<file path="config.mk">
export PLATFORM = sky130hd
export DESIGN_NAME = clk_sync_pulse_tx
export DESIGN_NICKNAME = d
export VERILOG_FILES = /design/src/rtl/clk_sync_pkg.sv /design/src/rtl/clk_sync_pulse_tx.sv
export SDC_FILE = /design/constraint.sdc
export NUM_CORES = 1
export LEC_CHECK = 0
export BUFFER_PORTS_ARGS = -buffer_cell sky130_fd_sc_hd__clkbuf_2
export CAP_MARGIN = 20
export CORE_AREA = 5 5 471 473
export CTS_CLUSTER_DIAMETER = 150
export CTS_CLUSTER_SIZE = 16
export DETAILED_ROUTE_END_ITERATION = 8
export DIE_AREA = 0 0 476 478
export GPL_TIMING_DRIVEN = 1
export RECOVER_POWER = 25
export SYNTH_ARGS = -nofsm -noshare
export SYNTH_HDL_FRONTEND = slang
export SYNTH_SLANG_ARGS = --single-unit
</file>
<file path="constraint.sdc">
create_clock -name axis_aclk -period 3.4 [get_ports axis_aclk]
set_clock_uncertainty 0.1 [all_clocks]
set_input_delay 0.17 -clock axis_aclk [delete_from_list [all_inputs] [get_ports axis_aclk]]
set_output_delay 0.17 -clock axis_aclk [all_outputs]
set_load 0.05 [all_outputs]
</file>
<file path="src/rtl/clk_sync_pkg.sv">
// Shared types and marker-frame helpers for the clock-sync pulse transmitter.
package clk_sync_pkg;

  typedef enum logic {
    ST_PASS = 1'b0,
    ST_SYNC = 1'b1
  } mode_t;

  localparam int          MAX_DATA_W      = 512;
  localparam logic [47:0] SYNC_DMAC_DEF   = 48'h01_1B_19_00_00_00;
  localparam logic [47:0] SYNC_SMAC_DEF   = 48'h00_0A_35_00_00_01;
  localparam logic [15:0] SYNC_ETYPE_DEF  = 16'h88B5;

  // Byte 0 of the frame lands in beat[7:0]; the 22-byte header is laid out in network order.
  function automatic logic [MAX_DATA_W-1:0] build_sync_beat(
    input logic [63:0] seq,
    input logic [47:0] dmac  = SYNC_DMAC_DEF,
    input logic [47:0] smac  = SYNC_SMAC_DEF,
    input logic [15:0] etype = SYNC_ETYPE_DEF
  );
    logic [MAX_DATA_W-1:0] beat;
    logic [175:0]          hdr;
    beat = '0;
    hdr  = {dmac, smac, etype, seq};
    for (int i = 0; i < 22; i++) begin
      beat[8*i +: 8] = hdr[175-8*i -: 8];
    end
    return beat;
  endfunction

endpackage

</file>
<file path="src/rtl/clk_sync_pulse_tx.sv">
// Master-side sync-marker inserter: queues one single-beat marker frame per accepted sync pulse
// and slips it into the CMAC TX stream at packet boundaries.
module clk_sync_pulse_tx
  import clk_sync_pkg::*;
#(
  parameter int          DATA_W     = 512,
  parameter int          PEND_W     = 2,
  parameter logic [47:0] SYNC_DMAC  = SYNC_DMAC_DEF,
  parameter logic [47:0] SYNC_SMAC  = SYNC_SMAC_DEF,
  parameter logic [15:0] SYNC_ETYPE = SYNC_ETYPE_DEF
) (
  input  logic                axis_aclk,
  input  logic                axis_areset,
  input  logic                master_mode_i,
  input  logic                sync_pulse_i,
  input  logic                s_axis_tx_tvalid,
  input  logic [DATA_W-1:0]   s_axis_tx_tdata,
  input  logic [DATA_W/8-1:0] s_axis_tx_tkeep,
  input  logic                s_axis_tx_tlast,
  output logic                s_axis_tx_tready,
  output logic                m_axis_tx_tvalid,
  output logic [DATA_W-1:0]   m_axis_tx_tdata,
  output logic [DATA_W/8-1:0] m_axis_tx_tkeep,
  output logic                m_axis_tx_tlast,
  input  logic                m_axis_tx_tready,
  output logic                sync_sent_o,
  output logic                sync_overflow_o,
  output logic [63:0]         sync_seq_o
);

  localparam logic [PEND_W-1:0] PEND_MAX = '1;

  mode_t                 state;
  logic                  in_pkt;
  logic [PEND_W-1:0]     pending;
  logic [63:0]           seq;
  logic                  overflow_q;

  logic                  accept;
  logic                  marker_hs;
  logic                  user_last_hs;
  logic                  boundary;
  logic                  go;
  logic                  drop;
  logic [PEND_W-1:0]     pend_next;
  logic [MAX_DATA_W-1:0] beat_full;

  assign accept       = sync_pulse_i & master_mode_i;
  assign marker_hs    = (state == ST_SYNC) & m_axis_tx_tready;
  assign user_last_hs = (state == ST_PASS) & s_axis_tx_tvalid & m_axis_tx_tready & s_axis_tx_tlast;
  // A beat already on the bus commits us to that packet, so only a truly idle link is a boundary.
  assign boundary     = (~in_pkt & ~s_axis_tx_tvalid) | user_last_hs;
  assign go           = master_mode_i & ((pending != '0) | accept);
  assign beat_full    = build_sync_beat(seq, SYNC_DMAC, SYNC_SMAC, SYNC_ETYPE);

  // NOTE: every signal driven here gets a default first, so no path can infer a latch.
  always_comb begin
    m_axis_tx_tvalid = s_axis_tx_tvalid;
    m_axis_tx_tdata  = s_axis_tx_tdata;
    m_axis_tx_tkeep  = s_axis_tx_tkeep;
    m_axis_tx_tlast  = s_axis_tx_tlast;
    s_axis_tx_tready = m_axis_tx_tready;
    if (state == ST_SYNC) begin
      m_axis_tx_tvalid = 1'b1;
      m_axis_tx_tdata  = beat_full[DATA_W-1:0];
      m_axis_tx_tkeep  = '1;
      m_axis_tx_tlast  = 1'b1;
      s_axis_tx_tready = 1'b0;
    end
  end

  always_comb begin
    pend_next = pending;
    drop      = 1'b0;
    unique case ({accept, marker_hs})
      2'b10: begin
        if (pending == PEND_MAX) drop = 1'b1;
        else                     pend_next = pending + PEND_W'(1);
      end
      2'b01:   pend_next = pending - PEND_W'(1);
      default: ;
    endcase
    // Leaving master mode flushes the queue, but never cuts a marker already on the bus.
    if (!master_mode_i && ((state != ST_SYNC) || marker_hs)) pend_next = '0;
  end

  // NOTE: sequential state uses non-blocking assignments so all registers update together.
  always_ff @(posedge axis_aclk) begin
    if (axis_areset) begin
      state      <= ST_PASS;
      in_pkt     <= 1'b0;
      pending    <= '0;
      seq        <= '0;
      overflow_q <= 1'b0;
    end else begin
      pending    <= pend_next;
      overflow_q <= drop;
      if (marker_hs) seq <= seq + 64'd1;
      unique case (state)
        ST_PASS: begin
          if (user_last_hs)          in_pkt <= 1'b0;
          else if (s_axis_tx_tvalid) in_pkt <= 1'b1;
          if (go && boundary) state <= ST_SYNC;
        end
        ST_SYNC: begin
          if (marker_hs) state <= (pend_next != '0) ? ST_SYNC : ST_PASS;
        end
        default: state <= ST_PASS;
      endcase
    end
  end

  assign sync_sent_o     = marker_hs;
  assign sync_overflow_o = overflow_q;
  assign sync_seq_o      = seq;

endmodule

</file>
==> impl_metrics.ini <==
[clock_network]
numCtsBuffers = 9
cts_buffer_depth = 2
worstSkewPairLatency_ps = 350
post_cts_buffers = 0
path_clk_slew_ps = 60
cts_tree = done
cts_sinks = 69
cts_max_level = 3
cts_root_buf = clkbuf_16

[finish]
fin_cells = 5174
most-common-layout-cells = clkbuf_2, nor2b_1, clkbuf_1
final_area_um2 = 17500
post-route-util_pct = 8.10
layout_commonest_cell = clkbuf_2
multi_input_area_um2 = 5770
drive_gt1_share_pct = 57.0
final_nets = 2827
fillers = 25865
regArea_um2 = 1380
synthToLayoutAreaGrowth_pct = 134

[pwr]
power.density_nw_per_um2 = 355
vdd_ir_drop_max_mv = 0.183
p_total_mw = 6.22
cellLeakagePower_nw = 7.72

[yosys]
ys_warn_count = 0
synthTopCellsByArea = nor2b_1, dfxtp_1, mux2_2
netlist.area_leader.share_pct = 35.8
ys_types = 35
syn_area_per_cell_um2 = 7.18
mappedNetlistNets = 1635
syn_area_um2 = 7500
synth_seq_cells = 69
yosysTopAreaCell = nor2b_1
synthCells = 1045
yosysSeqAreaShare_pct = 18.4

[worst_setup_path]
arrival_ps = 2470
critPathMaxFanout = 60
crit_family = buffers and inverters
reg2reg_depth = 8
path_class = flip-flop to output pin
cpMaxStageDelayCell = clkbuf_1
rrSetupSlack_ps = 660
worstReg2RegEnd = state$_SDFF_PP0_
start_kind = flip-flop
crit_path_end_kind = output pin
path_cells = buf_12 > clkbuf_1 > or2_2 > clkbuf_2
max_stage_delay_ps = 620
r2r_start = state$_SDFF_PP0_
cp.buffers_inverters = 3
critPathRequiredTime_ps = 3130

[routing]
via_per_inst = 2.83
wirelength_mm = 228
drcViolationCount = 0
antenna_left = 0
wl_per_cell_um = 44.0
firstDrtPassIters = 5
dr_total_vias = 14636
drt-initial-drc-count = 1114

[run]
max_cap_violations = 0

[die]
rows = 171
io_pins = 1228
die_h_um = 478
die_area_um2 = 228000
core_area_um2 = 217000
start_util_pct = 3.46
die_x_um = 476

[place]
place_congestion = 1.20
dp_slack_ps = 824
dp_cells = 5079
dpl_cell_area_um2 = 17200
dp_hpwl_mm = 218
place.port_buffers = 1227

[sta]
max_freq_mhz = 364
slew-limit-headroom_pct = 8.38
slew_violations = 0
hold_viol = 0
tightestPinTransition_ps = 1380
hold_ws_ps = 45.9
worst_slack_ps = 655
setup_viol = 0
final.period_utilization_pct = 80.7
tns_ps = 0
min_period_ps = 2740
rsz0062_at_grt = false

[run_status]
status = complete, no violations

[global_route]
grt_pass1_vias = 13236
antenna_found_initial = 408
grt.total_usage_pct = 19.1
grt_max_degree = 158
grt_pass1_wl_mm = 255
grt-ovfl-total = 0

[worst_hold_path]
hold_path_end = in_pkt$_SDFFE_PP0P_
holdCritStartpoint = m_axis_tx_tready
hp-class = primary input to flip-flop
hold_depth = 2
## per-layer routing
metal / routed length, um / part of all wire (%) / up-vias / GRT usage (%)
li1: - / - / 5881 / -
met1: 72400 / 32 / 6547 / 18.1
met2: 113000 / 50 / 1485 / 35.0
met3: 34400 / 15 / 571 / 12.4
met4: 7000 / 3.1 / 152 / 2.87
met5: 1020 / 0.45 / - / 0
## cell families after synthesis
group           after synthesis  share of synthesized area (%)
simple gates                710                           57.1
buf+inv                      93                           4.67
flops                        69                           18.4
compound gates               68                           5.09
mux                          64                           9.61
xor+xnor                     34                           3.97
fa+ha+maj                     7                           1.17
## repair_timing
action | in CTS | in global routing
setup endpoints to repair | 0 | 0
hold buffers | 1 | 0
gates resized for setup | 0 | 0
hold endpoints to repair | 1 | 0
## area by class of cell
type,instances,share of cell area [%]
clock inverters,7,0.606
flip-flops and latches,69,7.87
diodes,78,1.11
inverters,12,0.257
well taps,2854,20.4
multi-input cells,883,32.9
repair buffers,1262,35.6
clock buffers,9,1.28
## worst max path at each step
| stage | from | to | slack (ps) | cells after the start |
|---|---|---|---|---|
| global route | sync_seq_o[0]$_SDFFE_PP0N_ | sync_seq_o[56]$_SDFFE_PP0N_ | 450 | 9 |
| detailed placement | sync_seq_o[8]$_SDFFE_PP0N_ | sync_seq_o[56]$_SDFFE_PP0N_ | 820 | 7 |
| finish | state$_SDFF_PP0_ | m_axis_tx_tkeep[14] | 660 | 4 |
| floorplan | sync_seq_o[35]$_SDFFE_PP0N_ | sync_seq_o[51]$_SDFFE_PP0N_ | 890 | 6 |
| CTS | sync_seq_o[8]$_SDFFE_PP0N_ | sync_seq_o[56]$_SDFFE_PP0N_ | 800 | 7 |
| global placement | sync_seq_o[8]$_SDFFE_PP0N_ | sync_seq_o[63]$_SDFFE_PP0N_ | 840 | 5 |
## cell usage after synthesis
cell type	count
nand3_1	26
a31oi_1	1
nor3_1	8
nor4bb_1	1
clkbuf_1	75
ha_1	7
a221oi_1	2
dfxtp_1	69
and2_1	6
or3_1	22
and4_1	6
o31ai_1	9
and3_1	8
or3_4	1
a311oi_1	2
nand2_1	28
nand4_1	26
a21oi_1	32
o21ai_0	21
buf_2	1
a21o_1	1
or2_2	88
or4_1	10
nor2b_1	429
mux2_2	64
xor2_1	21
inv_1	12
xnor2_1	13
and3b_1	1
nand2b_1	1
nor2_1	41
nor4_1	6
nor4_4	1
buf_1	5
or2_1	1
## report_power, final
group          total, mW  leakage [nW]  internal, mW  switching, mW
Sequential         0.815         0.556         0.812        0.00352
Combinational       4.33          7.00         0.864           3.47
Clock               1.07         0.163         0.656          0.419
## state kept, by name, summed over array words and instances, names as in the netlist
signal           flops
sync_overflow_o      1
state                1
in_pkt               1
sync_seq_o          64
pending              2
Note: power is estimated with default switching activity, not from simulation.
